`config.mk`:
```
export PLATFORM = sky130hd
export DESIGN_NAME = dmem_arbiter
export DESIGN_NICKNAME = d
export VERILOG_FILES = /design/src/rtl/dmem_arb_pkg.sv /design/src/rtl/arb_starve_cnt.sv /design/src/rtl/dmem_arbiter.sv
export SDC_FILE = /design/constraint.sdc
export NUM_CORES = 1
export LEC_CHECK = 0
export BUFFER_PORTS_ARGS = -buffer_cell sky130_fd_sc_hd__buf_2
export CAP_MARGIN = 20
export CORE_AREA = 5 5 113 115
export CTS_CLUSTER_DIAMETER = 200
export CTS_CLUSTER_SIZE = 40
export DETAILED_ROUTE_END_ITERATION = 8
export DIE_AREA = 0 0 118 120
export PLACE_DENSITY = 0.88
export RECOVER_POWER = 50
export SLEW_MARGIN = 20
export SYNTH_ARGS = -nofsm -noshare
export SYNTH_HDL_FRONTEND = slang
export SYNTH_SLANG_ARGS = --single-unit
```
`constraint.sdc`:
```
create_clock -name clk -period 7.25 [get_ports clk]
set_clock_uncertainty 0.05 [all_clocks]
set_input_delay 1.0875 -clock clk [delete_from_list [all_inputs] [get_ports clk]]
set_output_delay 1.0875 -clock clk [all_outputs]
set_load 0.005 [all_outputs]
```
`src/rtl/dmem_arb_pkg.sv`:
```
// rtl/dmem_arb_pkg.sv - shared types and constants for the data-RAM arbiter
package dmem_arb_pkg;

    typedef enum logic [1:0] {
        IDLE     = 2'd0,
        BUSY_CPU = 2'd1,
        BUSY_DBG = 2'd2
    } arb_state_t;

    localparam logic [2:0] UBHW_W   = 3'b010;
    localparam int         CNT_W    = 3;
    localparam int         STARVE_W = 4;

endpackage

```
`src/rtl/arb_starve_cnt.sv`:
```
// rtl/arb_starve_cnt.sv - saturating count of CPU grants taken while debug waits
module arb_starve_cnt
    import dmem_arb_pkg::*;
#(
    parameter int STARVE_MAX = 4
) (
    input  logic clk,
    input  logic rst,
    input  logic inc,
    input  logic clr,
    output logic sat
);

    logic [STARVE_W-1:0] count;

    always_ff @(posedge clk or posedge rst) begin
        if (rst) begin
            count <= '0;
        end else if (clr) begin
            count <= '0;
        end else if (inc && (count != '1)) begin
            count <= count + 1'b1;
        end
    end

    assign sat = (count == STARVE_W'(STARVE_MAX));

endmodule

```
`src/rtl/dmem_arbiter.sv`:
```
// rtl/dmem_arbiter.sv - shares the data-RAM port between the MEM stage and the debug port
module dmem_arbiter
    import dmem_arb_pkg::*;
#(
    parameter int RAM_LAT    = 1,
    parameter int STARVE_MAX = 4
) (
    input  logic        clk,
    input  logic        rst,
    input  logic        cpu_req,
    input  logic        cpu_we,
    input  logic [31:0] cpu_addr,
    input  logic [31:0] cpu_wdata,
    input  logic [2:0]  cpu_ubhw,
    output logic [31:0] cpu_rdata,
    output logic        cpu_stall,
    input  logic        dbg_req,
    input  logic        dbg_we,
    input  logic [31:0] dbg_addr,
    input  logic [31:0] dbg_wdata,
    output logic        dbg_ack,
    output logic [31:0] dbg_rdata,
    output logic [31:0] ram_addr,
    output logic [31:0] ram_wdata,
    output logic        ram_we,
    output logic [2:0]  ram_ubhw,
    input  logic [31:0] ram_rdata
);

    arb_state_t       state, state_nxt;
    logic [CNT_W-1:0] cnt, cnt_nxt;
    logic [31:0]      lat_addr, lat_wdata;
    logic [2:0]       lat_ubhw;
    logic             dbg_win, cpu_win, starve_sat, last_cycle;

    arb_starve_cnt #(.STARVE_MAX(STARVE_MAX)) u_starve (
        .clk (clk),
        .rst (rst),
        .inc (cpu_win & dbg_req),
        .clr (dbg_win | ~dbg_req),
        .sat (starve_sat)
    );

    assign last_cycle = (cnt == '0);

    // Grants are only decided in IDLE and are suppressed while reset is held.
    always_comb begin
        dbg_win = 1'b0;
        cpu_win = 1'b0;
        if (!rst && state == IDLE) begin
            dbg_win = dbg_req & (~cpu_req | starve_sat);
            cpu_win = ~dbg_win & cpu_req;
        end
    end

    always_comb begin
        state_nxt = state;
        cnt_nxt   = cnt;
        ram_addr  = '0;
        ram_wdata = '0;
        ram_we    = 1'b0;
        ram_ubhw  = '0;
        case (state)
            IDLE: begin
                if (dbg_win) begin
                    ram_addr  = dbg_addr;
                    ram_wdata = dbg_wdata;
                    ram_we    = dbg_we;
                    ram_ubhw  = UBHW_W;
                    state_nxt = BUSY_DBG;
                    cnt_nxt   = CNT_W'(RAM_LAT - 1);
                end else if (cpu_win) begin
                    ram_addr  = cpu_addr;
                    ram_wdata = cpu_wdata;
                    ram_we    = cpu_we;
                    ram_ubhw  = cpu_ubhw;
                    state_nxt = BUSY_CPU;
                    cnt_nxt   = CNT_W'(RAM_LAT - 1);
                end
            end
            BUSY_CPU, BUSY_DBG: begin
                ram_addr  = lat_addr;
                ram_wdata = lat_wdata;
                ram_ubhw  = lat_ubhw;
                if (last_cycle) begin
                    state_nxt = IDLE;
                end else begin
                    cnt_nxt = cnt - 1'b1;
                end
            end
            default: state_nxt = IDLE;
        endcase
    end

    always_ff @(posedge clk or posedge rst) begin
        if (rst) begin
            state     <= IDLE;
            cnt       <= '0;
            lat_addr  <= '0;
            lat_wdata <= '0;
            lat_ubhw  <= '0;
        end else begin
            state <= state_nxt;
            cnt   <= cnt_nxt;
            if (dbg_win || cpu_win) begin
                lat_addr  <= ram_addr;
                lat_wdata <= ram_wdata;
                lat_ubhw  <= ram_ubhw;
            end
        end
    end

    assign cpu_stall = cpu_req & ~((state == BUSY_CPU) & last_cycle);
    assign cpu_rdata = ram_rdata;
    assign dbg_ack   = (state == BUSY_DBG) & last_cycle;
    assign dbg_rdata = ram_rdata;

endmodule
```
---- Word level (Yosys, flattened, before mapping) ----
Cells that the tools add are included.
word-level totals
  logic and storage cells ................. 62
  flip-flop bits (word level) ............. 76
operators by class
  multiplexer cells ....................... 24
  reductions and logical operators ........ 11
  equality and inequality tests ........... 7
  add/subtract/negate cells ............... 2
  bitwise operators ....................... 12
operators by type and width
  operator                                                                count
  32-bit two-way mux                                                      4
  32-bit one-hot mux with 2 select lines                                  2
  3-bit two-way mux                                                       5
  3-bit one-hot mux with 2 select lines                                   2
  4-bit two-way mux                                                       2
  1-bit AND                                                               6
  2-bit two-way mux                                                       3
  1-bit two-way mux                                                       5
  4-bit by 1-bit adder with 4-bit output (second input constant)          1
  4-bit by 3-bit equality test with 1-bit output (second input constant)  1
  2-bit inequality test (second input constant)                           2
  4-bit inequality test (second input constant)                           1
  1-bit NOT                                                               4
  2-bit one-hot mux with 2 select lines                                   1
  2-bit nonzero test                                                      2
  3-bit zero test                                                         1
  3-bit inequality test (second input constant)                           1
  3-bit AND reduction                                                     1
  3-bit by 1-bit subtractor with 3-bit output (second input constant)     1
  2-bit by 1-bit equality test with 1-bit output (second input constant)  1
  2-bit equality test (second input constant)                             1
  1-bit logical AND                                                       2
  2-bit zero test                                                         1
  1-bit OR                                                                2
  other kinds (4)                                                         4

---- Depth between registers and ports, before layout ----
  depth in word-level cells ............... 10
  gate-level depth with buffers ........... 9
  gate-level depth less buffers ........... 6

---- By module ----
Synthesis repeated with hierarchy kept, for this count alone.
unflattened totals
  cell total of the unflattened synthesis .. 583
  area, all modules ....................... 4987.3 um^2
by module, submodules not included
  module          cells each  area each (um^2)  instances  seq. area each (um^2)
  dmem_arbiter    558         4732.0            1          1801.7
  arb_starve_cnt  25          255.2             1          100.1

---- Worst setup path after synthesis ----
Ideal clock, no wire load.
  path type ............................... input to output
  start ................................... input rst
  end ..................................... output ram_addr[23]
  path buffers ............................ 2
  setup slack ............................. 3.900 ns
  stages on the path ...................... 6
  data arrival time ....................... 2.213 ns
  data required time ...................... 6.113 ns
  path through ............................ nand2b_2 nor2_1 and2_1 buf_2 buf_1 a221o_1
on the way
  word-level cells in the longest chain between the ends .. 6
RTL lines
  item                                        line                text
  from (decl)                                 dmem_arbiter.sv:9   input logic rst,
  1-bit zero test (no line) (*)               -
  1-bit logical AND (*)                       dmem_arbiter.sv:50  if (!rst && state == IDLE) begin
  1-bit two-way mux                           dmem_arbiter.sv:50
  32-bit two-way mux                          dmem_arbiter.sv:72  end else if (cpu_win) begin
  32-bit two-way mux (*)                      dmem_arbiter.sv:65  if (dbg_win) begin
  32-bit one-hot mux with 2 select lines (*)  dmem_arbiter.sv:63  case (state)
  to (decl)                                   dmem_arbiter.sv:23  output logic [31:0] ram_addr,
Mark *: on every way between the ends. The rest lies on a longest branch, timed or not.

---- Final worst setup path ----
  start ................................... input rst
  end ..................................... output ram_wdata[27]
on the way
  word-level cells in the longest chain between the ends .. 6
RTL lines
  item                                        line                text
  1-bit zero test (no line) (*)               -
  1-bit logical AND (*)                       dmem_arbiter.sv:50
  1-bit two-way mux                           dmem_arbiter.sv:50
  32-bit two-way mux                          dmem_arbiter.sv:72
  32-bit two-way mux (*)                      dmem_arbiter.sv:65
  32-bit one-hot mux with 2 select lines (*)  dmem_arbiter.sv:63
  to (decl)                                   dmem_arbiter.sv:24  output logic [31:0] ram_wdata,
Marked as above.

==> reports/qor.yml <==
outcome:
  status: "finished with violations"
  violations: "max-capacitance violations, max-slew violations"
routing:
  vias_per_cell: 5.86
  vias: 4700
  ant_nets: 0
  drc: 0
  drt_wl_total_um: 14000
  drt_iter0_markers: 256
  drt_pass1_iterations: 4
  detail_route.wl_per_cell_um: 17.5
setup_path:
  r2r_start: "state[1]$_DFFE_PP0P_"
  r2r_cells: 6
  r2r-end: "lat_wdata[24]$_DFFE_PP0P_"
  regToRegSetupSlack_ns: 4.20
  crit_arrival_ns: 3.53
  critPathRequiredTime_ns: 6.11
  crit_path_max_fanout: 108
  crit_path_start_kind: "primary input"
  cp-startpoint: "rst"
  crit_path_end_kind: "output port"
  worstSetupPathType: "primary input to output port"
floorplanning:
  start_util_pct: 45.1
  core.rowCount: 40
  die_area_um2: 14200
  ios: 303
  die_h_um: 120
  die_w_um: 118
  core_area_um2: 11700
placement:
  gp_congestion: 0.814
  dp_hpwl_um: 10100
  port-buffer-count: 206
global_routing:
  use_met1_pct: 23.6
  first_global_vias: 4547
  grtUsageMet2_pct: 30.9
  antenna_found_initial: 1
  grt_max_degree: 109
  grt_pass1_wl_um: 22600
  top_usage_layer: "met2"
  grt_overflow: 0
  grt_use_met3_pct: 4.95
  grt_use_total_pct: 19.0
synth:
  async_flop_share_pct: 100
  yosys_warnings: 0
  yosysTopAreaCell: "dfrtp_1"
  synth_cell_types: 41
  ys_dominant_reg_cell: "dfrtp_1"
  yosysSeqAreaShare_pct: 36.0
  avgSynthCellArea_um2: 9.80
  synthAdderAreaFrac_pct: 1.89
  synth-simple-area-share_pct: 18.6
  yosys-top-cells-area: "dfrtp_1 36%, a221o_1 23%, and2_1 9.6%"
  synth_nets: 716
  synth-xor-area-share_pct: 0.166
  synth_seq_cells: 76
  synth_edf_count: 0
  synth-compound-area-share_pct: 29.4
  synth_top_family_by_area: "compound AO/OA/AOI/OAI gates"
  synthMuxAreaShare_pct: 0.189
  synthCells: 539
  netlist_area_um2: 5280
  synth_top_cell_area_share_pct: 36.0
sta:
  period_share_pct: 64.3
  setup_viol_count_final: 0
  min_period_ns: 4.66
  fmax_ghz: 0.214
  worst_slew_margin_rel_pct: -36.0
  drv_slew: 79
  tightest_slew_ns: 2.04
  rsz0062_at_grt: "false"
  tns_ns: 0
  finalHoldViolations: 0
final_layout:
  utilization_pct: 53.2
  area_growth_pct: 18.0
  seqCellArea_um2: 1900
  drive_gt1_share_pct: 35.3
  fillers: 1077
  multi_input_area_um2: 2660
  fin_nets: 827
clock_network:
  cts-hold-fix-buffers: 0
  ctsRootBufferMaster: "clkbuf_16"
  cts_buffer_depth: 2
  cts_tree: "done"
  clock_sink_count: 76
  post_cts_resized: 0
  cts_made_buffers: 9
  clk_latency_ns: 0.33
  postCtsSetupBuffers: 0
  clk_pin_slew_ns: 0.06
  htree_levels: 3
worst_hold_path:
  hold_depth: 1
  holdCritStartpoint: "lat_ubhw[1]$_DFFE_PP0P_"
  worstHoldEndpoint: "lat_ubhw[1]$_DFFE_PP0P_"
  min_path_type: "flop to flop"
power:
  swShare_pct: 32.6
  p_seq_share_pct: 29.0
  p_switching_uw: 786
  ir_drop_v: 0.000167
  internal-power_uw: 1620
  p_per_area_nw_per_um2: 387
  p_leak_uw: 0.00305
  p_total_uw: 2410
  p_comb_share_pct: 47.9
  p_clk_share_pct: 23.1
run:
  cap_violations: 2
-- registers in the layout, indices dropped and copies added, names as in the netlist --
name / flops
lat_addr: 32
lat_wdata: 32
u_starve.count: 4
cnt: 3
lat_ubhw: 3
state: 2
-- worst max-delay path, cell delays in order --
cell and delay, ns:
clkbuf_1 0.13, nand2b_1 0.47, nor2_1 0.40, and2_4 0.94
a221o_1 0.30, buf_2 0.12
-- cell families (layout without fill, tap and decap cells) --
kind of cell,count (synthesis),in the layout
other,0,1
xor gates and xnor gates,1,1
muxes,1,1
DFF,76,76
buffers and inverters,119,234
adders and majority gates,8,8
AOI/OAI and AO/OA,168,168
and+or+nand+nor,166,166
-- cell usage after synthesis (4+ instances only) --
cell type,instances
a221oi_1,9
and2_1,81
buf_4,64
inv_1,9
buf_1,5
and3_1,12
a21oi_1,8
dfrtp_1,76
ha_1,8
buf_6,4
clkbuf_1,27
o21ai_0,6
a21boi_0,10
and2_0,27
nor2_1,9
a221o_1,119
nand2_1,21
buf_2,10
-- cell usage in the layout (no fill, tap or decap), types with 2 or more instances in the layout --
| master | instances |
|---|---|
| nor2b_1 | 2 |
| clkbuf_1 | 3 |
| buf_4 | 2 |
| a221o_1 | 119 |
| a22o_1 | 3 |
| a21oi_1 | 7 |
| clkbuf_8 | 2 |
| a221oi_1 | 9 |
| clkbuf_16 | 9 |
| dfrtp_1 | 76 |
| a22oi_1 | 2 |
| inv_1 | 8 |
| nand3_1 | 2 |
| and2_1 | 80 |
| nand2_1 | 21 |
| a21o_1 | 2 |
| and3_1 | 12 |
| buf_2 | 204 |
| nand2b_1 | 2 |
| nor3_1 | 2 |
| bufinv_16 | 4 |
| nor2_1 | 9 |
| a32o_1 | 3 |
| ha_1 | 8 |
| a21boi_0 | 10 |
| and2_0 | 27 |
| o21ai_0 | 6 |
| or3_1 | 2 |
-- power groups by stage --
stage          Combinational [µW]  Clock, µW  Sequential [µW]
2_1_floorplan                 830          0              677
3_3_place_gp                 1120          0              694
3_5_place_dp                 1140          0              700
4_1_cts                      1150        569              698
5_1_grt                      1280        584              725
6_report                     1160        557              698
-- worst max path at each step --
stage / end / slack [ns] / cells after the start
6_report: ram_wdata[27] / 2.59 / 6
5_1_grt: ram_wdata[27] / 2.43 / 6
4_1_cts: ram_addr[16] / 2.52 / 6
3_5_place_dp: ram_addr[16] / 2.50 / 6
3_3_place_gp: ram_addr[15] / 2.57 / 6
2_1_floorplan: ram_addr[23] / 3.90 / 6
-- layout make-up --
cell class                      count  area share, %
Clock buffer                       11           4.05
Inverter                            9          0.562
Clock inverter                      4           1.93
Antenna cell                        1         0.0401
Multi-Input combinational cell    344           42.7
Tap cell                          147           2.95
Sequential cell                    76           30.5
Timing Repair Buffer              210           17.2
-- metal layers --
layer,routed length [µm],part of all wire [%]
met2,6780,48
met3,1110,7.9
met4,441,3.1
met5,0,0
met1,5700,41
-- through the flow --
stage	instances	worst slack, ns	hold WS, ns	instance area (µm²)
after detailed placement	785	2.50	0.416	5840
after floorplan	539	3.90	0.401	5280
after CTS	800	2.52	0.429	6210
after global placement	785	2.57	0.410	5840
final	802	2.59	0.429	6230
after global routing	802	2.43	0.474	6230
Note: power is estimated with default switching activity, not from simulation.
